==> config.mk <==
export PLATFORM = sky130hd
export DESIGN_NAME = lc3_mem_arbiter_flat
export DESIGN_NICKNAME = d
export VERILOG_FILES = /design/src/rtl/lc3_mem_pkg.sv /design/src/rtl/lc3_mem_arbiter_if.sv /design/src/rtl/lc3_mem_arbiter_rr_arb2.sv /design/src/rtl/lc3_mem_arbiter.sv /design/src/flat_wrapper.sv
export SDC_FILE = /design/constraint.sdc
export NUM_CORES = 1
export LEC_CHECK = 0
export CORE_MARGIN = 2
export CORE_UTILIZATION = 41
export CTS_CLUSTER_SIZE = 20
export DETAILED_ROUTE_END_ITERATION = 7
export PLACE_DENSITY = 0.8
export SLEW_MARGIN = 10
export SYNTH_ARGS = -nofsm -noshare
export SYNTH_HDL_FRONTEND = slang
export SYNTH_SLANG_ARGS = --single-unit
==> constraint.sdc <==
create_clock -name clk_i -period 2.4 [get_ports clk_i]
set_input_delay 0.48 -clock clk_i [delete_from_list [all_inputs] [get_ports clk_i]]
set_output_delay 0.48 -clock clk_i [all_outputs]
set_load 0.1 [all_outputs]
==> src/rtl/lc3_mem_pkg.sv <==
// Shared types and constants for the LC-3 memory arbiter slice.
package lc3_mem_pkg;

    localparam int unsigned ADDR_W = 16;
    localparam int unsigned DATA_W = 16;

    // Requester indices; also the encoding of owner/last_gnt registers.
    localparam int unsigned REQ_CPU = 0;
    localparam int unsigned REQ_DMA = 1;

    typedef enum logic [1:0] {
        ARB_IDLE,
        ARB_ISSUE,
        ARB_WAIT,
        ARB_RESP
    } arb_state_t;

    function automatic logic [1:0] owner_onehot(input logic owner);
        return owner ? 2'b10 : 2'b01;
    endfunction

endpackage

==> src/rtl/lc3_mem_arbiter_if.sv <==
// Requester-side memory handshake: held req, one-cycle ack with read data.
interface lc3_mem_arbiter_if;
    import lc3_mem_pkg::*;

    logic              req;
    logic              we;
    logic [ADDR_W-1:0] addr;
    logic [DATA_W-1:0] wdata;
    logic              ack;
    logic [DATA_W-1:0] rdata;

    modport master (output req, we, addr, wdata, input ack, rdata);
    modport slave  (input req, we, addr, wdata, output ack, rdata);

endinterface

==> src/rtl/lc3_mem_arbiter_rr_arb2.sv <==
// Two-way round-robin picker: on a tie the port not granted last wins.
module rr_arb2 (
    input  logic [1:0] req_i,
    input  logic       last_gnt_i,
    output logic       winner_o
);

    always_comb begin
        winner_o = 1'b0;
        case (req_i)
            2'b01:   winner_o = 1'b0;
            2'b10:   winner_o = 1'b1;
            2'b11:   winner_o = ~last_gnt_i;
            default: winner_o = 1'b0;
        endcase
    end

endmodule

==> src/rtl/lc3_mem_arbiter.sv <==
// Shares one synchronous memory between the CPU MAR/MDR path and a DMA port,
// one transaction at a time with a one-cycle strobe and fixed read latency.
module lc3_mem_arbiter
    import lc3_mem_pkg::*;
#(
    parameter int unsigned MEM_LAT = 2
) (
    input  logic              clk_i,
    input  logic              rst_ni,
    lc3_mem_arbiter_if.slave  cpu_if,
    lc3_mem_arbiter_if.slave  dma_if,
    output logic              mem_en_o,
    output logic              mem_we_o,
    output logic [ADDR_W-1:0] mem_addr_o,
    output logic [DATA_W-1:0] mem_wdata_o,
    input  logic [DATA_W-1:0] mem_rdata_i,
    output logic [1:0]        gnt_o,
    output logic              busy_o
);

    localparam logic [2:0] LatInit = 3'(MEM_LAT - 1);

    arb_state_t        state_q, state_d;
    logic              owner_q, owner_d;
    logic              last_gnt_q, last_gnt_d;
    logic              we_q, we_d;
    logic [ADDR_W-1:0] addr_q, addr_d;
    logic [DATA_W-1:0] wdata_q, wdata_d;
    logic [2:0]        cnt_q, cnt_d;
    logic [DATA_W-1:0] cpu_rdata_q, cpu_rdata_d;
    logic [DATA_W-1:0] dma_rdata_q, dma_rdata_d;
    logic              cpu_ack_q, cpu_ack_d;
    logic              dma_ack_q, dma_ack_d;
    logic              mem_en_q, mem_en_d;
    logic              mem_we_q, mem_we_d;
    logic              winner;

    rr_arb2 u_rr_arb2 (
        .req_i      ({dma_if.req, cpu_if.req}),
        .last_gnt_i (last_gnt_q),
        .winner_o   (winner)
    );

    always_comb begin
        state_d     = state_q;
        owner_d     = owner_q;
        last_gnt_d  = last_gnt_q;
        we_d        = we_q;
        addr_d      = addr_q;
        wdata_d     = wdata_q;
        cnt_d       = cnt_q;
        cpu_rdata_d = cpu_rdata_q;
        dma_rdata_d = dma_rdata_q;
        cpu_ack_d   = 1'b0;
        dma_ack_d   = 1'b0;
        mem_en_d    = 1'b0;
        mem_we_d    = 1'b0;

        unique case (state_q)
            ARB_IDLE: begin
                if (cpu_if.req || dma_if.req) begin
                    owner_d  = winner;
                    we_d     = winner ? dma_if.we    : cpu_if.we;
                    addr_d   = winner ? dma_if.addr  : cpu_if.addr;
                    wdata_d  = winner ? dma_if.wdata : cpu_if.wdata;
                    // Strobes are registered, so they are set up here for the ISSUE cycle.
                    mem_en_d = 1'b1;
                    mem_we_d = winner ? dma_if.we : cpu_if.we;
                    state_d  = ARB_ISSUE;
                end
            end
            ARB_ISSUE: begin
                if (we_q) begin
                    cpu_ack_d = ~owner_q;
                    dma_ack_d = owner_q;
                    state_d   = ARB_RESP;
                end else begin
                    cnt_d   = LatInit;
                    state_d = ARB_WAIT;
                end
            end
            ARB_WAIT: begin
                if (cnt_q == 3'd0) begin
                    if (owner_q) begin
                        dma_rdata_d = mem_rdata_i;
                    end else begin
                        cpu_rdata_d = mem_rdata_i;
                    end
                    cpu_ack_d = ~owner_q;
                    dma_ack_d = owner_q;
                    state_d   = ARB_RESP;
                end else begin
                    cnt_d = cnt_q - 3'd1;
                end
            end
            ARB_RESP: begin
                last_gnt_d = owner_q;
                state_d    = ARB_IDLE;
            end
            default: state_d = ARB_IDLE;
        endcase
    end

    always_ff @(posedge clk_i or negedge rst_ni) begin
        if (!rst_ni) begin
            state_q     <= ARB_IDLE;
            owner_q     <= 1'b0;
            last_gnt_q  <= 1'(REQ_DMA);
            we_q        <= 1'b0;
            addr_q      <= '0;
            wdata_q     <= '0;
            cnt_q       <= 3'd0;
            cpu_rdata_q <= '0;
            dma_rdata_q <= '0;
            cpu_ack_q   <= 1'b0;
            dma_ack_q   <= 1'b0;
            mem_en_q    <= 1'b0;
            mem_we_q    <= 1'b0;
        end else begin
            state_q     <= state_d;
            owner_q     <= owner_d;
            last_gnt_q  <= last_gnt_d;
            we_q        <= we_d;
            addr_q      <= addr_d;
            wdata_q     <= wdata_d;
            cnt_q       <= cnt_d;
            cpu_rdata_q <= cpu_rdata_d;
            dma_rdata_q <= dma_rdata_d;
            cpu_ack_q   <= cpu_ack_d;
            dma_ack_q   <= dma_ack_d;
            mem_en_q    <= mem_en_d;
            mem_we_q    <= mem_we_d;
        end
    end

    assign cpu_if.ack   = cpu_ack_q;
    assign cpu_if.rdata = cpu_rdata_q;
    assign dma_if.ack   = dma_ack_q;
    assign dma_if.rdata = dma_rdata_q;
    assign mem_en_o     = mem_en_q;
    assign mem_we_o     = mem_we_q;
    assign mem_addr_o   = addr_q;
    assign mem_wdata_o  = wdata_q;
    assign busy_o       = (state_q != ARB_IDLE);
    assign gnt_o        = (state_q == ARB_IDLE) ? 2'b00 : owner_onehot(owner_q);

endmodule

==> src/flat_wrapper.sv <==
// flat-port wrapper written by rule: the top's interface ports become plain ports
module lc3_mem_arbiter_flat import lc3_mem_pkg::*;
#(
    parameter int unsigned MEM_LAT = 2
)
  (clk_i, rst_ni, mem_en_o, mem_we_o, mem_addr_o, mem_wdata_o, mem_rdata_i, gnt_o, busy_o, cpu_if_req, cpu_if_we, cpu_if_addr, cpu_if_wdata, cpu_if_ack, cpu_if_rdata, dma_if_req, dma_if_we, dma_if_addr, dma_if_wdata, dma_if_ack, dma_if_rdata);
  lc3_mem_arbiter_if cpu_if_i ();
  lc3_mem_arbiter_if dma_if_i ();
  input  logic clk_i;
  input  logic rst_ni;
  output logic mem_en_o;
  output logic mem_we_o;
  output logic [ADDR_W-1:0] mem_addr_o;
  output logic [DATA_W-1:0] mem_wdata_o;
  input  logic [DATA_W-1:0] mem_rdata_i;
  output logic [1:0] gnt_o;
  output logic busy_o;
  input wire logic [$bits(cpu_if_i.req)-1:0] cpu_if_req;
  input wire logic [$bits(cpu_if_i.we)-1:0] cpu_if_we;
  input wire logic [$bits(cpu_if_i.addr)-1:0] cpu_if_addr;
  input wire logic [$bits(cpu_if_i.wdata)-1:0] cpu_if_wdata;
  output wire logic [$bits(cpu_if_i.ack)-1:0] cpu_if_ack;
  output wire logic [$bits(cpu_if_i.rdata)-1:0] cpu_if_rdata;
  input wire logic [$bits(dma_if_i.req)-1:0] dma_if_req;
  input wire logic [$bits(dma_if_i.we)-1:0] dma_if_we;
  input wire logic [$bits(dma_if_i.addr)-1:0] dma_if_addr;
  input wire logic [$bits(dma_if_i.wdata)-1:0] dma_if_wdata;
  output wire logic [$bits(dma_if_i.ack)-1:0] dma_if_ack;
  output wire logic [$bits(dma_if_i.rdata)-1:0] dma_if_rdata;
  assign cpu_if_i.req = cpu_if_req;
  assign cpu_if_i.we = cpu_if_we;
  assign cpu_if_i.addr = cpu_if_addr;
  assign cpu_if_i.wdata = cpu_if_wdata;
  assign cpu_if_ack = cpu_if_i.ack;
  assign cpu_if_rdata = cpu_if_i.rdata;
  assign dma_if_i.req = dma_if_req;
  assign dma_if_i.we = dma_if_we;
  assign dma_if_i.addr = dma_if_addr;
  assign dma_if_i.wdata = dma_if_wdata;
  assign dma_if_ack = dma_if_i.ack;
  assign dma_if_rdata = dma_if_i.rdata;
  lc3_mem_arbiter #(.MEM_LAT(MEM_LAT)) u_core (.clk_i(clk_i), .rst_ni(rst_ni), .cpu_if(cpu_if_i), .dma_if(dma_if_i), .mem_en_o(mem_en_o), .mem_we_o(mem_we_o), .mem_addr_o(mem_addr_o), .mem_wdata_o(mem_wdata_o), .mem_rdata_i(mem_rdata_i), .gnt_o(gnt_o), .busy_o(busy_o));
endmodule
**Word level (Yosys, flattened, before mapping)**

Cells that the tools add are included.

- Flip-flop bits (word level): 76
- Input bits: 86
- Word-level logic and storage cells: 58

- Reductions and logical operators: 10
- Mux-type cells: 23
- $add $sub $neg: 1
- Equal/unequal tests: 9
- Bitwise operators: 2

Operators by type and width:

| cell | count |
|---|---|
| $mux 16 | 2 |
| $mux 1 | 10 |
| $reduce_and 3->1 | 3 |
| $eq 2x2->1 const B | 4 |
| $mux 2 | 4 |
| $pmux 2 s4 | 1 |
| $mux 3 | 2 |
| $pmux 1 s2 | 3 |
| $pmux 3 s2 | 1 |
| $ne 2x1->1 const B | 2 |
| $ne 2x2->1 const B | 2 |
| $reduce_and 2->1 | 2 |
| $reduce_bool 2->1 | 2 |
| $logic_not 3->1 | 1 |
| $sub 3x1->3 const B | 1 |
| $eq 2x1->1 const B | 1 |
| $logic_not 2->1 | 1 |
| $not 1->1 | 2 |
| $logic_or 1x1->1 | 1 |

**Depth between registers and ports, before layout**

- Depth in word-level cells: 5
- Depth in mapped cells: 7

**By module**

Synthesis repeated with hierarchy kept, for this count alone.

- Cell total of the unflattened synthesis: 272
- Area, all modules: 3425.8 sq um

Modules (own cells, without submodules):

| module | cells an instance | area each (sq um) | seq. area each (sq um) | instances |
|---|---|---|---|---|
| lc3_mem_arbiter | 271 | 3414.5 | 1903.1 | 1 |
| rr_arb2 | 1 | 11.3 | 0.0 | 1 |

**Worst setup path after synthesis**

OpenSTA, ideal clock, no wires.

- Path kind: register to output
- Start: reg u_core.state_q[0]
- End: out gnt_o[0]
- Data required time: 1.920 ns
- Cell stages (with the launch flop): 4
- Arrival: 1.974 ns
- Buffers on the path: 0
- Slack: -0.054 ns
- Cell sequence: dfrtp_1 inv_1 ha_1 nor2_1

- Word-level cells in the longest chain between the ends: 2

Ends and longest elaborated chain:

| what | RTL line | text |
|---|---|---|
| start, declared | lc3_mem_arbiter.sv:23 | `arb_state_t state_q, state_d;` |
| start signal, assigned | lc3_mem_arbiter.sv:120 | `state_q <= state_d;` |
| $logic_not 2->1 | lc3_mem_arbiter.sv:145 | `assign gnt_o = (state_q == ARB_IDLE) ? 2'b00 : owner_onehot(owner_q);` |
| $mux 2 | lc3_mem_arbiter.sv:145 |  |
| end, declared | flat_wrapper.sv:16 | `output logic [1:0] gnt_o;` |

Every way passes these cells.

**Worst setup path in the final report**

- Start: reg u_core.state_q[0]
- End: out gnt_o[1]

Same word-level chain as after synthesis.

==> results.sh <==
export IMPL_grt_total_usage_pct=17.2
export IMPL_ys_warn_count=0
export IMPL_cts_hold_buffers=0
export IMPL_synth_mux_area_share_pct=22.5
export IMPL_initial_core_util_pct=41.7
export IMPL_synth_fa_ha_area_share_pct=2.59
export IMPL_synth_cells=268
export IMPL_startpoint_type="flip-flop"
export IMPL_fin_cells=533
export IMPL_clk_pin_slew_worst_paths_ns=0.07
export IMPL_grt_ovfl_total=0
export IMPL_syn_cell_area_um2=3380
export IMPL_insertion_delay_ns=0.34
export IMPL_wire_per_inst_um=14.3
export IMPL_row_count=33
export IMPL_area_delta_synth_final_pct=50.0
export IMPL_antenna_found_initial=0
export IMPL_route_vias_total=2530
export IMPL_endpoint_kind="output pin"
export IMPL_die_area_um2=8980
export IMPL_post_cts_buffers=0
export IMPL_gp_congestion=0.708
export IMPL_grt_pass1_wl_um=11800
export IMPL_grt_max_degree=69
export IMPL_core_region_area_um2=8090
export IMPL_fin_skew_ns=0.00739
export IMPL_rsz0062_at_grt="false"
export IMPL_fin_crit_ns=2.11
export IMPL_ys_seq_area_share_pct=56.4
export IMPL_post_cts_resized=0
export IMPL_final_area_um2=5060
export IMPL_synth_compound_area_share_pct=7.67
export IMPL_syn_area_per_cell_um2=12.6
export IMPL_clock_sinks=76
export IMPL_die_height_um=94.8
export IMPL_portBuffers=156
export IMPL_finalSetupViolCount=0
export IMPL_fin_crit_sh_pct=87.7
export IMPL_critical_path_class="reg2out"
export IMPL_viasPerCell=4.75
export IMPL_synth_ff_type="dfrtp_1"
export IMPL_wirelength_um=7600
export IMPL_synth_top_family_by_area="multiplexers"
export IMPL_cts_root_buf="clkbuf_8"
export IMPL_cts_tree="yes"
export IMPL_dpl_hpwl_um=5770
export IMPL_drtIter0Drc=67
export IMPL_synthXorXnorAreaFrac_pct=0
export IMPL_synth_simple_area_share_pct=6.82
export IMPL_postLayoutCoreUtil_pct=62.6
export IMPL_cts_buffer_depth=2
export IMPL_die_w_um=94.8
export IMPL_numCtsBuffers=9
export IMPL_placed_cells=518
export IMPL_slew_viol_final=0
export IMPL_htree_levels=3
export IMPL_synth_seq_cells=76
export IMPL_status="finished, final reports clean"
export IMPL_synth_nets=361
export IMPL_io_pins=157
export IMPL_worstMarginPinSlew_ns=0.526
export IMPL_relSlewSlack_pct=64.6
export IMPL_grt_pass1_vias=2480
export IMPL_async_flop_share_pct=100
export IMPL_drt_drc_violations_left=0
export IMPL_drive_gt1_share_pct=30.8
export IMPL_hold_viol=0
export IMPL_layout_nets=517
export IMPL_multi_input_area_um2=1350
export IMPL_cp_max_fo=6
export IMPL_fmax_mhz=475
export IMPL_synth_distinct_cells=32
export IMPL_n_fill_cell=672
export IMPL_drv_cap=0
export IMPL_worstPathRequired_ns=1.92
export IMPL_drtPass1Iterations=4
export IMPL_n_antenna_cell=0
export IMPL_seqCellArea_um2=1900
export IMPL_synth_edf_count=0
export IMPL_worstPathArrival_ns=1.63
export IMPL_placed_cell_area_um2=4890
export IMPL_antenna_left=0
export IMPL_hold_class="in2async"
[flip-flops by register name (all words and copies together) (netlist names)]
signal,flops
u_core.mem_en_o,1
u_core.state_q,2
u_core.we_q,1
u_core.dma_if.ack,1
u_core.mem_wdata_o,16
u_core.cpu_if.rdata,16
u_core.mem_addr_o,16
u_core.last_gnt_q,1
u_core.owner_q,1
u_core.cpu_if.ack,1
u_core.cnt_q,3
u_core.dma_if.rdata,16
u_core.mem_we_o,1
[metrics by stage]
| stage | worst slack, ns | setup TNS (ns) | hold WS (ns) |
|---|---|---|---|
| floorplan | -0.0538 | -0.108 | 0.184 |
| global placement | 0.478 | 0 | 0.460 |
| detailed placement | 0.385 | 0 | 0.470 |
| CTS | 0.262 | 0 | 0.104 |
| global route | 0.187 | 0 | 0.116 |
| finish | 0.295 | 0 | 0.0958 |
[worst max-delay path, cell delays in order, from the launching register on]
cell and delay, ns:
dfrtp_1 0.40, inv_1 0.12, ha_1 0.31, nor2_1 0.25, buf_12 0.21
[path summary, 6_finish.rpt]
path                                   start                 endpoint  slack [ns]  cells after the start
min in group clk_i           u_core.cnt_q[0]          u_core.cnt_q[0]        0.48                      1
min reg2reg                  u_core.cnt_q[0]          u_core.cnt_q[0]        0.48                      1
max                        u_core.state_q[0]                 gnt_o[1]        0.29                      4
min                                   rst_ni   u_core.dma_if.rdata[0]         0.1                      1
max reg2reg                u_core.state_q[0]  u_core.cpu_if.rdata[15]        0.38                      5
max in group asynchronous             rst_ni        u_core.last_gnt_q        1.66                      2
[cell usage after synthesis, drive strengths merged, types with 2 or more instances]
cell / count / area, um^2
a22oi: 2 / 15.0
o21ai: 37 / 185
nor2: 8 / 37.5
nand2: 36 / 143
clkbuf: 4 / 15.0
buf: 10 / 95.1
mux2: 34 / 420
mux2i: 34 / 340
dfrtp: 75 / 1880
inv: 7 / 26.3
ha: 7 / 87.6
[per-layer routing]
metal	wire length [um]	track usage [%]	part of all wire, %
met4	125	6.88	1.6
met3	852	5.51	11
met2	3530	28.1	46
met5	0	0	0
met1	3090	21.1	41
[layout make-up]
cell class	instances	share of cell area, %
clock buffers	11	2.99
clock inverters	4	0.494
inverters	7	0.519
multi-input cells	171	26.6
flip-flops and latches	76	37.6
well taps	105	2.59
repair buffers	159	29.2
[placed cells by master, fill, tap and decap left out, types with 2 or more instances in the layout]
| master | n |
|---|---|
| a22oi_1 | 2 |
| buf_12 | 6 |
| buf_4 | 69 |
| clkbuf_8 | 11 |
| clkdlybuf4s50_1 | 84 |
| clkinv_2 | 2 |
| clkinvlp_4 | 2 |
| dfrtp_1 | 75 |
| ha_1 | 7 |
| inv_1 | 7 |
| mux2_2 | 24 |
| mux2_4 | 10 |
| mux2i_1 | 34 |
| nand2_1 | 35 |
| nor2_1 | 7 |
| o21ai_0 | 36 |
[logic make-up (layout without fill, tap and decap cells)]
logic type,Yosys count,count (layout)
DFF,76,76
muxes,68,68
and+or+nand+nor,50,50
AOI/OAI and AO/OA,46,46
buffers and inverters,21,181
adders and majority gates,7,7
Power of run 1 is left out: the tool's default activity adds up to more than one toggle a clock period on the data nets, which glitch-free logic cannot reach.
